## config.mk

```make
export PLATFORM = sky130hd
export DESIGN_NAME = fsm_vedacao
export DESIGN_NICKNAME = d
export VERILOG_FILES = /design/src/rtl/fsm_vedacao_pkg.sv /design/src/rtl/fsm_vedacao_contador_estoque_rolhas.sv /design/src/rtl/fsm_vedacao.sv
export SDC_FILE = /design/constraint.sdc
export NUM_CORES = 1
export LEC_CHECK = 0
export CELL_PAD_IN_SITES_DETAIL_PLACEMENT = 0
export CELL_PAD_IN_SITES_GLOBAL_PLACEMENT = 1
export CORE_MARGIN = 10
export CORE_UTILIZATION = 42
export CTS_BUF_LIST = sky130_fd_sc_hd__clkbuf_4 sky130_fd_sc_hd__clkbuf_8
export DETAILED_ROUTE_END_ITERATION = 8
export PLACE_DENSITY = 0.78
export SKIP_CTS_REPAIR_TIMING = 1
export SYNTH_ARGS = -nofsm -noshare
export SYNTH_HDL_FRONTEND = slang
export SYNTH_SLANG_ARGS = --single-unit
```

## constraint.sdc

```tcl
create_clock -name clk -period 3.3 [get_ports clk]
set_input_delay 0.99 -clock clk [delete_from_list [all_inputs] [get_ports clk]]
set_output_delay 0.99 -clock clk [all_outputs]
set_load 0.02 [all_outputs]
```

## src/rtl/fsm_vedacao_pkg.sv

```systemverilog
`default_nettype none
// +----------------------------------------------------------------------------+
// | Package     : fsm_vedacao_pkg                                              |
// | Description : State encodings, 50 MHz time constants, default stock values |
// | Revision    : 1.0 - initial release                                        |
// +----------------------------------------------------------------------------+
package fsm_vedacao_pkg;

    localparam int c_T_VEDACAO_50M   = 25_000_000;
    localparam int c_T_TIMEOUT_50M   = 250_000_000;
    localparam int c_ESTOQUE_W       = 7;
    localparam int c_ESTOQUE_MAX     = 100;
    localparam int c_ESTOQUE_INICIAL = 20;
    localparam int c_REPOSICAO       = 20;

    localparam int c_STATE_W = 3;
    localparam logic [c_STATE_W-1:0] c_IDLE            = 3'd0;
    localparam logic [c_STATE_W-1:0] c_AGUARDA_POSICAO = 3'd1;
    localparam logic [c_STATE_W-1:0] c_VEDANDO         = 3'd2;
    localparam logic [c_STATE_W-1:0] c_CONCLUIDO       = 3'd3;
    localparam logic [c_STATE_W-1:0] c_SEM_ROLHA       = 3'd4;
    localparam logic [c_STATE_W-1:0] c_ERRO_POSICAO    = 3'd5;

endpackage
`default_nettype wire

```

## src/rtl/fsm_vedacao_contador_estoque_rolhas.sv

```systemverilog
`default_nettype none
// +----------------------------------------------------------------------------+
// | Module      : contador_estoque_rolhas                                      |
// | Description : Saturating cork-stock counter, one-cork decrement + refill   |
// | Revision    : 1.0 - initial release                                        |
// +----------------------------------------------------------------------------+
module contador_estoque_rolhas
    import fsm_vedacao_pkg::*;
#(
    parameter int ESTOQUE_W       = c_ESTOQUE_W,
    parameter int ESTOQUE_MAX     = c_ESTOQUE_MAX,
    parameter int ESTOQUE_INICIAL = c_ESTOQUE_INICIAL,
    parameter int REPOSICAO       = c_REPOSICAO
) (
    input  logic                 clk,
    input  logic                 reset,
    input  logic                 dec,
    input  logic                 rep,
    output logic [ESTOQUE_W-1:0] estoque
);

    localparam logic [ESTOQUE_W:0]   c_MAX = (ESTOQUE_W+1)'(ESTOQUE_MAX);
    localparam logic [ESTOQUE_W:0]   c_REP = (ESTOQUE_W+1)'(REPOSICAO);
    localparam logic [ESTOQUE_W-1:0] c_INI = ESTOQUE_W'(ESTOQUE_INICIAL);

    logic [ESTOQUE_W-1:0] r_estoque;
    logic [ESTOQUE_W:0]   w_soma;
    logic [ESTOQUE_W-1:0] w_prox;
    logic                 w_dec;

    // One extra bit keeps refill on a near-full stock from wrapping before saturation
    always_comb begin
        w_dec  = dec && (r_estoque != '0);
        w_soma = {1'b0, r_estoque} - {{ESTOQUE_W{1'b0}}, w_dec} + (rep ? c_REP : '0);
        w_prox = (w_soma > c_MAX) ? c_MAX[ESTOQUE_W-1:0] : w_soma[ESTOQUE_W-1:0];
    end

    always_ff @(posedge clk or posedge reset) begin
        if (reset) begin
            r_estoque <= c_INI;
        end else begin
            r_estoque <= w_prox;
        end
    end

    assign estoque = r_estoque;

endmodule
`default_nettype wire

```

## src/rtl/fsm_vedacao.sv

```systemverilog
`default_nettype none
// +----------------------------------------------------------------------------+
// | Module      : fsm_vedacao                                                  |
// | Description : Moore FSM for the capping stage; owns the cork stock.        |
// |               VEDACAO_TIMEOUT_EN adds the position-wait timeout state.     |
// | Revision    : 1.0 - initial release                                        |
// +----------------------------------------------------------------------------+
module fsm_vedacao
    import fsm_vedacao_pkg::*;
#(
    parameter int T_VEDACAO       = c_T_VEDACAO_50M,
    parameter int ESTOQUE_W       = c_ESTOQUE_W,
    parameter int ESTOQUE_MAX     = c_ESTOQUE_MAX,
    parameter int ESTOQUE_INICIAL = c_ESTOQUE_INICIAL,
    parameter int REPOSICAO       = c_REPOSICAO,
    parameter int T_TIMEOUT       = c_T_TIMEOUT_50M
) (
    input  logic                 clk,
    input  logic                 reset,
    input  logic                 cmd_vedar,
    input  logic                 sensor_vedacao,
    input  logic                 pulso_reposicao,
    output logic                 atuador_vedacao,
    output logic                 tarefa_concluida,
    output logic                 alarme_sem_rolha,
    output logic                 erro_posicao,
    output logic [ESTOQUE_W-1:0] estoque_rolhas
);

    localparam int c_TV_W = $clog2(T_VEDACAO + 1);

    logic [c_STATE_W-1:0] r_state;
    logic [c_STATE_W-1:0] w_next;
    logic [c_TV_W-1:0]    r_timer;
    logic                 w_dec;
    logic                 w_tem_rolha;
    logic                 w_fim_vedacao;

    assign w_tem_rolha   = (estoque_rolhas != '0);
    assign w_fim_vedacao = (r_timer == c_TV_W'(T_VEDACAO - 1));

`ifdef VEDACAO_TIMEOUT_EN
    localparam int c_TO_W = $clog2(T_TIMEOUT + 1);

    logic [c_TO_W-1:0] r_t_pos;
    logic              w_expirou;

    assign w_expirou = (r_t_pos == c_TO_W'(T_TIMEOUT - 1));

    // Cleared whenever outside AGUARDA_POSICAO, so every entry starts from zero
    always_ff @(posedge clk or posedge reset) begin
        if (reset) begin
            r_t_pos <= '0;
        end else if (r_state == c_AGUARDA_POSICAO) begin
            r_t_pos <= r_t_pos + 1'b1;
        end else begin
            r_t_pos <= '0;
        end
    end
`else
    logic w_unused_timeout;
    assign w_unused_timeout = (T_TIMEOUT == 0);
`endif

    always_ff @(posedge clk or posedge reset) begin
        if (reset) begin
            r_state <= c_IDLE;
        end else begin
            r_state <= w_next;
        end
    end

    always_ff @(posedge clk or posedge reset) begin
        if (reset) begin
            r_timer <= '0;
        end else if (r_state == c_VEDANDO) begin
            r_timer <= r_timer + 1'b1;
        end else begin
            r_timer <= '0;
        end
    end

    always_comb begin
        w_next = r_state;
        case (r_state)
            c_IDLE: begin
                if (cmd_vedar) w_next = c_AGUARDA_POSICAO;
            end
            c_AGUARDA_POSICAO: begin
                if (!cmd_vedar)                       w_next = c_IDLE;
                else if (sensor_vedacao && w_tem_rolha) w_next = c_VEDANDO;
                else if (sensor_vedacao)              w_next = c_SEM_ROLHA;
`ifdef VEDACAO_TIMEOUT_EN
                else if (w_expirou)                   w_next = c_ERRO_POSICAO;
`endif
            end
            c_SEM_ROLHA: begin
                if (!cmd_vedar)       w_next = c_IDLE;
                else if (w_tem_rolha) w_next = c_VEDANDO;
            end
            c_VEDANDO: begin
                if (w_fim_vedacao) w_next = c_CONCLUIDO;
            end
            c_CONCLUIDO: begin
                if (!cmd_vedar) w_next = c_IDLE;
            end
`ifdef VEDACAO_TIMEOUT_EN
            c_ERRO_POSICAO: begin
                if (!cmd_vedar) w_next = c_IDLE;
            end
`endif
            default: w_next = c_IDLE;
        endcase
    end

    // A cork is consumed on the edge that enters VEDANDO
    assign w_dec = (w_next == c_VEDANDO) && (r_state != c_VEDANDO);

    always_comb begin
        atuador_vedacao  = (r_state == c_VEDANDO);
        tarefa_concluida = (r_state == c_CONCLUIDO);
        alarme_sem_rolha = (r_state == c_SEM_ROLHA);
`ifdef VEDACAO_TIMEOUT_EN
        erro_posicao     = (r_state == c_ERRO_POSICAO);
`else
        erro_posicao     = 1'b0;
`endif
    end

    contador_estoque_rolhas #(
        .ESTOQUE_W       (ESTOQUE_W),
        .ESTOQUE_MAX     (ESTOQUE_MAX),
        .ESTOQUE_INICIAL (ESTOQUE_INICIAL),
        .REPOSICAO       (REPOSICAO)
    ) u_estoque (
        .clk     (clk),
        .reset   (reset),
        .dec     (w_dec),
        .rep     (pulso_reposicao),
        .estoque (estoque_rolhas)
    );

endmodule
`default_nettype wire

```

Word-level counts from Yosys, hierarchy flattened
Index checks and enable logic that the tools add are counted.
{"block": "totals", "in_bits": 5, "regBits": 35, "elab_cells": 31}
{"block": "op_classes", "mux": 12, "reduce_logical": 5, "order_cmp": 1, "n_eq_ne": 7, "add_sub_neg": 3}
{"cell": "25-bit by 1-bit adder with 25-bit output, second input constant", "count": 1}
{"cell": "25-bit equality test, second input constant", "count": 1}
{"cell": "25-bit 2-to-1 mux", "count": 1}
{"cell": "3-bit 2-to-1 mux", "count": 8}
{"cell": "3-bit case mux with 5 select lines", "count": 1}
{"cell": "3-bit by 2-bit equality test with 1-bit output, second input constant", "count": 3}
{"cell": "8-bit adder", "count": 1}
{"cell": "8-bit by 7-bit > comparator with 1-bit output, second input constant", "count": 1}
{"cell": "7-bit by 1-bit subtractor with 8-bit output", "count": 1}
{"cell": "7-bit 2-to-1 mux", "count": 1}
{"cell": "7-bit nonzero test", "count": 1}
{"cell": "5-bit 2-to-1 mux", "count": 1}
{"cell": "3-bit by 1-bit equality test with 1-bit output, second input constant", "count": 1}
{"cell": "3-bit equality test, second input constant", "count": 1}
{"cell": "1-bit logical AND", "count": 3}
{"cell": "3-bit zero test", "count": 1}
{"cell": "3-bit by 2-bit inequality test with 1-bit output, second input constant", "count": 1}

Longest topological paths before layout
Gate-level depths: netlist (run 1).
{"block": "logic_depth", "word_depth": 12, "ltp_mapped": 14}

Cells and area by module
From an unflattened synthesis (run 1), not the netlist that was laid out.
{"block": "hier_totals", "hier_cells": 231, "hier_area_um2": 2128.3}
{"module": "fsm_vedacao", "seq_area_each_um2": 700.7, "instances": 1, "cells_each": 163, "area_each_um2": 1497.7}
{"module": "contador_estoque_rolhas", "seq_area_each_um2": 177.7, "instances": 1, "cells_each": 68, "area_each_um2": 630.6}

Worst setup path before layout (run 1)
OpenSTA, ideal clock, no wires.
{"block": "synth_path", "path_type": "register to register", "startpoint": "reg u_estoque.r_estoque[0], in the netlist u_estoque.estoque[0]", "endpoint": "reg u_estoque.r_estoque[3], in the netlist u_estoque.estoque[3]", "period_less_slack_ps": 3343, "path_stages_with_launch": 14, "setup_time_ps": 151, "slack_ps": -43, "required_time_ps": 3149, "arrival_ps": 3192, "n_path_buf": 0, "cell_sequence": "dfrtp_1 > or4_1 > nor4_1 > nor2_1 > ha_1 > inv_1 > ha_1 > inv_1 > fa_1 > nor2b_1 > o31a_1 > nor3_1 > nor3b_1 > nor4_1"}
{"block": "synth_between", "elab_chain_len": 12, "elab_cells_between_ends": 14, "cone_classes": "add/sub (2); order compare (1); eq/ne (1); mux (6); reduce/logical (4)"}
{"element": "start, declared", "line_no": "fsm_vedacao_contador_estoque_rolhas.sv:26", "rtl": "logic [ESTOQUE_W-1:0] r_estoque;"}
{"element": "start signal, assigned", "line_no": "fsm_vedacao_contador_estoque_rolhas.sv:40", "rtl": "r_estoque <= c_INI;"}
{"element": "start signal, assigned", "line_no": "fsm_vedacao_contador_estoque_rolhas.sv:42", "rtl": "r_estoque <= w_prox;"}
{"element": "7-bit nonzero test", "line_no": "fsm_vedacao_contador_estoque_rolhas.sv:33, fsm_vedacao.sv:39"}
{"element": "1-bit logical AND", "line_no": "fsm_vedacao.sv:91", "rtl": "else if (sensor_vedacao && w_tem_rolha) w_next = c_VEDANDO;"}
{"element": "3-bit 2-to-1 mux", "line_no": "fsm_vedacao.sv:91"}
{"element": "3-bit 2-to-1 mux", "line_no": "fsm_vedacao.sv:90", "rtl": "if (!cmd_vedar) w_next = c_IDLE;"}
{"element": "3-bit case mux with 5 select lines", "line_no": "fsm_vedacao.sv:85", "rtl": "case (r_state)"}
{"element": "3-bit by 2-bit equality test with 1-bit output", "line_no": "fsm_vedacao.sv:117", "rtl": "assign w_dec = (w_next == c_VEDANDO) && (r_state != c_VEDANDO);"}
{"element": "1-bit logical AND", "line_no": "fsm_vedacao.sv:117"}
{"element": "1-bit logical AND", "line_no": "fsm_vedacao_contador_estoque_rolhas.sv:33", "rtl": "w_dec = dec && (r_estoque != '0);"}
{"element": "7-bit by 1-bit subtractor with 8-bit output *", "line_no": "fsm_vedacao_contador_estoque_rolhas.sv:34", "rtl": "w_soma = {1'b0, r_estoque} - {{ESTOQUE_W{1'b0}}, w_dec} + (rep ? c_REP : '0);"}
{"element": "8-bit adder *", "line_no": "fsm_vedacao_contador_estoque_rolhas.sv:34"}
{"element": "8-bit by 7-bit > comparator with 1-bit output", "line_no": "fsm_vedacao_contador_estoque_rolhas.sv:35", "rtl": "w_prox = (w_soma > c_MAX) ? c_MAX[ESTOQUE_W-1:0] : w_soma[ESTOQUE_W-1:0];"}
{"element": "7-bit 2-to-1 mux *", "line_no": "fsm_vedacao_contador_estoque_rolhas.sv:35"}
{"element": "named net u_estoque.w_prox[3]", "line_no": "fsm_vedacao_contador_estoque_rolhas.sv:28", "rtl": "logic [ESTOQUE_W-1:0] w_prox;"}
Mark *: on every way through the listed nets, which the timed path passes. The rest lies on a longest branch.

Worst setup path in the final report (run 1)
{"block": "layout_path", "startpoint": "reg u_estoque.r_estoque[0], in the netlist u_estoque.estoque[0]", "endpoint": "reg u_estoque.r_estoque[4], in the netlist u_estoque.estoque[4]"}
The elaborated chain is that of the path after synthesis.

==> results of run 1 <==
==> registers in the layout (all words and copies together) (netlist names) <==
name and flops:
r_timer 25, r_state 3, u_estoque.estoque 7
==> worst paths after layout <==
kind                                           start                    to  slack [ns]  cells after the start
worst max-delay path            u_estoque.estoque[0]  u_estoque.estoque[4]        0.08                     14
worst max register to register  u_estoque.estoque[0]  u_estoque.estoque[4]        0.08                     14
worst min register to register            r_timer[0]            r_timer[0]        0.50                      1
max in group asynchronous                      reset  u_estoque.estoque[2]        1.86                      3
min in group asynchronous                      reset            r_timer[3]        1.09                      3
worst min-delay path                      r_timer[0]            r_timer[0]        0.50                      1
==> report_power, final <==
part	switching, mW	leakage [nW]	internal, mW
Combinational	0.557	0.553	0.550
Sequential	0.0674	0.470	0.495
Clock	0.143	0.0498	0.174
Total	0.768	1.07	1.22
==> through the flow <==
step                setup WS, ns  instance area, µm²
floorplan               0.000276                2060
CTS                       -0.108                2480
finish                    0.0791                2570
detailed placement        -0.397                2390
global route             -0.0971                2570
global placement          -0.342                2390
==> cell families (layout without fill, tap and decap cells) <==
family,Yosys count,after routing,synth area share
AND/OR/NAND/NOR,93,93,0.251
flip-flops,35,35,0.427
AO/OA/AOI/OAI,34,34,0.105
buffers and inverters,29,65,0.0547
XOR/XNOR,21,21,0.0894
adder cells (fa/ha/maj),11,11,0.0706
other,1,1,0.00182
==> worst max-delay path, delay by kind of cell, from the launching register on <==
family | cells | cell delay [ns]
AND/OR/NAND/NOR | 6 | 1.38
adder cells (fa/ha/maj) | 3 | 0.69
AO/OA/AOI/OAI | 2 | 0.39
flip-flops | 1 | 0.38
buffers and inverters | 3 | 0.26
==> layout make-up <==
type / count / area (µm²)
Clock buffer: 8 / 91.3
Fill cell: 445 / 2150
Inverter: 24 / 90.1
Multi-Input combinational cell: 160 / 1140
Sequential cell: 35 / 878
Tap cell: 67 / 83.8
Timing Repair Buffer: 33 / 288
==> layer usage <==
| metal | global-route usage | routed length (µm) | vias to the layer above |
|---|---|---|---|
| met2 | 0.180 | 2180 | 31 |
| met5 | 0 | 0 | - |
| met4 | 0.0464 | 91 | 0 |
| met3 | 0.0366 | 190 | 8 |
| li1 | - | - | 853 |
| met1 | 0.135 | 2120 | 818 |
==> cells in the mapped netlist (all sizes together) (3+ instances only) <==
cell,n
xnor2,12
inv,24
o21ai,10
nor3,4
dfrtp,33
ha,10
a21oi,9
nand3,10
nor4,11
nand2,10
nand4,6
clkbuf,4
and4,3
nor2,24
xor2,9
or3,6
nand2b,5
nor3b,3
==> flow_summary.json, run 1 <==
{
  "outcome": "finished, final reports clean",
  "drt_drc_violations_left": 0,
  "most_frequently_used_flop_master_after_synthesis": "sky130_fd_sc_hd__dfrtp_1",
  "globalRouteOverflowTotal": 0,
  "fin_skew_ns": 0.00430,
  "critical_path_max_stage_delay_ns": 0.55,
  "number_of_enable_flip_flop_cells_after_synthesis": 0,
  "floorplan.initialDensity": 0.435,
  "max_cap_viol_count": 0,
  "insertedDiodeCount": 0,
  "setup-violations-final": 0,
  "netlist_instances": 224,
  "ctsLongestPathBuffers": 2,
  "cts.sinks": 35,
  "finalWeightedCongestion": 0.787,
  "post-layout-total-power_mw": 1.99,
  "synth_seq_cells": 35,
  "mappedNetlistArea_mm2": 0.00206,
  "die-area_mm2": 0.00810,
  "grt_max_degree": 36,
  "cts_tree": "built",
  "detailedRoute.firstIterationViolations": 80,
  "routed-via-count": 1710,
  "timing.critical_path.slowest_stage_cell": "sky130_fd_sc_hd__or4_4",
  "final_util": 0.545,
  "fraction_of_registers_with_async_set_reset": 1.00,
  "final.hold.worst_slack_ns": 0.499,
  "synth_area_leader_cell": "sky130_fd_sc_hd__dfrtp_1",
  "syn-mean-instance-area_um2": 9.18,
  "power.density_cell_area_mw_per_mm2": 773,
  "fin_setup_tns_ns": 0,
  "wire_length_of_the_first_global_routing_pass_mm": 7.60,
  "hpwl_mm": 3.23,
  "groute.usage.overall": 0.112,
  "design.final.nets": 275,
  "wl_per_cell_um": 14.0,
  "floorplan.core_area_mm2": 0.00472,
  "drt_pre_antenna_iters": 6,
  "numPortBuffers": 14,
  "finalHoldViolCount": 0,
  "root_buffer": "sky130_fd_sc_hd__clkbuf_8",
  "synth-seq-area-share": 0.427,
  "syn-num-nets": 240,
  "yosys.area.top_type_share": 0.401,
  "postRouteAntennaNets": 0,
  "commonest_non_fill_non_tap_cells_in_the_layout": "sky130_fd_sc_hd__dfrtp_1, sky130_fd_sc_hd__inv_1, sky130_fd_sc_hd__nor2_1",
  "crit_arrival_ns": 3.40,
  "worst_skew_pair.late_latency_ns": 0.29,
  "critPathRequiredTime_ns": 3.48,
  "vdd.ir_drop.worst_mv": 0.308,
  "leading_cell_type_in_the_layout_fill_and_taps_excluded": "sky130_fd_sc_hd__dfrtp_1",
  "critPathKind": "register to register",
  "synth.top_cells.by_area": "sky130_fd_sc_hd__dfrtp_1, sky130_fd_sc_hd__ha_1, sky130_fd_sc_hd__xnor2_1",
  "die-width_um": 90.0,
  "max_clock_freq_mhz": 310,
  "min_path_type": "register to register",
  "number_of_buffers_inserted_during_clock_tree_synthesis": 5,
  "synth.distinct_cells": 44,
  "ctsHtreeMaxLevel": 2,
  "initial_antenna_violation_count": 0,
  "final_layout_size_suffix_gt1_frac": 0.185,
  "finalCritPeriodShare": 0.976,
  "startpoint_type": "register",
  "cp_common_cell": "sky130_fd_sc_hd__inv_1",
  "path_cells": "or4_4 -> nor4_4 -> buf_4 -> nor2_1 -> ha_1 -> inv_1 -> ha_2 -> inv_1 -> fa_2 -> nor2b_2 -> o31a_1 -> o211ai_1 -> nor3b_4 -> nor4_1",
  "clock_pin_slew_worst_setup_and_hold_paths_ns": 0.07,
  "drt-total-wl_mm": 4.58,
  "worstSetupEndpointType": "register",
  "period_minus_slack_ns": 3.22,
  "vias_per_cell": 5.23,
  "yosys_warnings": 0,
  "stdcell_count": 327,
  "grt_pass1_vias": 1680,
  "max_slew_violation_total_from_the_final_report": 0,
  "io_pins": 16,
  "die_h_um": 90.0,
  "maximum_fanout_encountered_on_the_critical_timing_path": 7,
  "syn2layout_area_growth_pct": 25.1,
  "post-place-cells": 317,
  "fp-row-count": 25,
  "leakagePower_nw": 1.07
}
(Power assumes the default switching activity.)
==> run 2, diff against run 1 <==
--- a/config.mk
+++ b/config.mk
@@ -5,13 +5,15 @@
 export SDC_FILE = /design/constraint.sdc
 export NUM_CORES = 1
 export LEC_CHECK = 0
+export ABC_AREA = 1
 export CELL_PAD_IN_SITES_DETAIL_PLACEMENT = 0
 export CELL_PAD_IN_SITES_GLOBAL_PLACEMENT = 1
 export CORE_MARGIN = 10
-export CORE_UTILIZATION = 42
+export CORE_UTILIZATION = 40
 export CTS_BUF_LIST = sky130_fd_sc_hd__clkbuf_4 sky130_fd_sc_hd__clkbuf_8
 export DETAILED_ROUTE_END_ITERATION = 8
 export PLACE_DENSITY = 0.78
+export REMOVE_ABC_BUFFERS = 1
 export SKIP_CTS_REPAIR_TIMING = 1
 export SYNTH_ARGS = -nofsm -noshare
 export SYNTH_HDL_FRONTEND = slang
==> run 2 against run 1 <==
  * Power down 9.1%
  * Sequential power down 3%
  * Maximum frequency up 4.9%
  * Clock skew up 0.012 ns
  * Clock-buffer cell count down 1
  * Critical path depth up 2
  * Utilization down 7.5 points
  * Largest cell class unchanged
  * Non-clock buffer count down 14
==> flow_summary.json, run 2 <==
{
  "numPortBuffers": 14,
  "synthTopCellsByCount": "sky130_fd_sc_hd__nand2_1, sky130_fd_sc_hd__inv_1, sky130_fd_sc_hd__nor2_1",
  "area_occupied_by_multi_input_gates_mm2": 0.00125,
  "fin_skew_ns": 0.0163,
  "groute.usage.overall": 0.113,
  "fraction_of_registers_with_async_set_reset": 1.00,
  "synth.distinct_cells": 33,
  "yosys_warnings": 0,
  "rsz0062_at_grt": "false",
  "mappedNetlistArea_mm2": 0.00237,
  "design.final.nets": 373,
  "final.hold.worst_slack_ns": 0.488,
  "min_path_type": "register to register",
  "drt-total-wl_mm": 5.33,
  "max_cap_viol_count": 0,
  "syn2layout_area_growth_pct": 15.6,
  "ctsLongestPathBuffers": 2,
  "maximum_fanout_encountered_on_the_critical_timing_path": 5,
  "insertedDiodeCount": 0,
  "clock_pin_slew_worst_setup_and_hold_paths_ns": 0.07,
  "number_of_enable_flip_flop_cells_after_synthesis": 0,
  "startpoint_type": "primary input",
  "drt_drc_violations_left": 0,
  "post-layout-total-power_mw": 1.81,
  "max_clock_freq_mhz": 326,
  "synth-seq-area-share": 0.370,
  "globalRouteOverflowTotal": 0,
  "worst_skew_pair.late_latency_ns": 0.29,
  "finalCritPeriodShare": 0.931,
  "routed-via-count": 2072,
  "setup-violations-final": 0,
  "floorplan.core_area_mm2": 0.00585,
  "cts.sinks": 35,
  "max_flop_register": "r_timer",
  "die-width_um": 97.1,
  "vdd.ir_drop.worst_mv": 0.490,
  "post-place-ws_ns": -0.105,
  "ff_latch_area_um2": 878,
  "post-place-cells": 425,
  "vias_per_cell": 4.79,
  "ctsHtreeMaxLevel": 2,
  "netlist_instances": 334,
  "cts_tree": "built",
  "yosys.area.top_type_share": 0.348,
  "number_of_buffers_inserted_during_clock_tree_synthesis": 5,
  "postRouteAntennaNets": 0,
  "crit_arrival_ns": 3.25,
  "final.setup.worst_slack_ns": 0.228,
  "power.density_cell_area_mw_per_mm2": 658,
  "finalHoldViolCount": 0,
  "drt_pre_antenna_iters": 4,
  "grt_pass1_vias": 1899,
  "detailedRoute.firstIterationViolations": 82,
  "syn-mean-instance-area_um2": 7.11,
  "critPathKind": "primary input to register",
  "wl_per_cell_um": 12.3,
  "floorplan.initialDensity": 0.406,
  "placed_area_mm2": 0.00263,
  "io_pins": 16,
  "leakagePower_nw": 1.23,
  "outcome": "finished, final reports clean",
  "fill_cell_instance_count_of_the_final_layout": 585,
  "synth_seq_cells": 35,
  "grt_max_degree": 36,
  "die_h_um": 97.1,
  "final_util": 0.469,
  "commonest_non_fill_non_tap_cells_in_the_layout": "sky130_fd_sc_hd__nand2_1, sky130_fd_sc_hd__inv_1, sky130_fd_sc_hd__nor2_1",
  "synthMostInstantiatedCell": "sky130_fd_sc_hd__nand2_1",
  "finalWeightedCongestion": 0.866,
  "fp-row-count": 28,
  "final_layout_size_suffix_gt1_frac": 0.151,
  "critPathRequiredTime_ns": 3.47,
  "initial_antenna_violation_count": 0,
  "most_frequently_used_flop_master_after_synthesis": "sky130_fd_sc_hd__dfrtp_1",
  "wire_length_of_the_first_global_routing_pass_mm": 8.99,
  "synth.top_cells.by_area": "sky130_fd_sc_hd__dfrtp_1, sky130_fd_sc_hd__nand2_1, sky130_fd_sc_hd__inv_1",
  "worstSetupEndpointType": "register",
  "max_slew_violation_total_from_the_final_report": 0,
  "stdcell_count": 433,
  "synth_area_leader_cell": "sky130_fd_sc_hd__dfrtp_1",
  "largest_reg_flops": 25,
  "layout.cell_area.non_filler_mm2": 0.00275,
  "period_minus_slack_ns": 3.07,
  "fin_setup_tns_ns": 0,
  "root_buffer": "sky130_fd_sc_hd__clkbuf_8",
  "hpwl_mm": 4.27,
  "leading_cell_type_in_the_layout_fill_and_taps_excluded": "sky130_fd_sc_hd__nand2_1",
  "die-area_mm2": 0.00942
}
-- run 2: cell count changes in the layout (fill, tap and decap cells not counted), sizes merged, moves of 8 or more --
cell	before	now
nor3	4	14
nand2	10	78
xor2	9	0
nand3	10	27
inv	24	65
a21oi	9	17
xnor2	12	1
nor4	11	2
buf	19	5
nor2	24	52
-- run 2: cell families (layout without fill, tap and decap cells) --
family / Yosys count / after routing / share of synthesized area
AOI/OAI and AO/OA: 36 / 36 / 0.0822
DFF: 35 / 35 / 0.370
xor gates and xnor gates: 1 / 1 / 0.00369
buffers and inverters: 68 / 92 / 0.111
adders and majority gates: 11 / 11 / 0.0611
and+or+nand+nor: 182 / 182 / 0.370
other: 1 / 1 / 0.00158
-- run 2: worst max-delay path, stage by stage --
cell                              delay (ns)
sky130_fd_sc_hd__clkdlybuf4s50_1        0.50
sky130_fd_sc_hd__nand2_1                0.06
sky130_fd_sc_hd__o2111ai_1              0.08
sky130_fd_sc_hd__nand2_1                0.08
sky130_fd_sc_hd__ha_1                   0.18
sky130_fd_sc_hd__inv_1                  0.05
sky130_fd_sc_hd__ha_2                   0.17
sky130_fd_sc_hd__inv_1                  0.05
sky130_fd_sc_hd__fa_2                   0.52
sky130_fd_sc_hd__a21oi_1                0.05
sky130_fd_sc_hd__nor2_1                 0.08
sky130_fd_sc_hd__nand3_1                0.08
sky130_fd_sc_hd__nand2_1                0.10
sky130_fd_sc_hd__nor2_4                 0.06
sky130_fd_sc_hd__nor2_1                 0.12
sky130_fd_sc_hd__nand2_1                0.06
-- run 2: where the power goes --
part	leakage, nW	total, mW	switching, mW	internal [mW]
Sequential	0.471	0.546	0.0571	0.488
Clock	0.0505	0.350	0.160	0.190
Combinational	0.707	0.911	0.547	0.364
-- run 2: worst paths after layout --
path | start | to | slack, ns | depth (start not counted)
setup / recovery | sensor_vedacao | u_estoque.estoque[6] | 0.23 | 16
hold / removal | r_timer[0] | r_timer[0] | 0.49 | 1
setup reg to reg | u_estoque.estoque[1] | u_estoque.estoque[6] | 0.53 | 18
hold reg to reg | r_timer[0] | r_timer[0] | 0.49 | 1
max in group asynchronous | reset | u_estoque.estoque[4] | 1.84 | 3
min in group asynchronous | reset | r_timer[8] | 1.10 | 3
-- run 2: final cells by class --
| class | count | share of cell area |
|---|---|---|
| clock buffers | 7 | 0.0351 |
| clock inverters | 1 | 0.00273 |
| inverters | 65 | 0.0889 |
| multi-input cells | 231 | 0.454 |
| flip-flops and latches | 35 | 0.320 |
| well taps | 75 | 0.0342 |
| repair buffers | 19 | 0.0647 |
-- run 2: layer usage --
metal  vias to the layer above  wire (µm)  global-route usage
met5                         -          0                   0
met4                         0         78              0.0443
met3                         4        125              0.0256
met2                        19       2440               0.182
met1                       945       2690               0.144
li1                       1104          -                   -
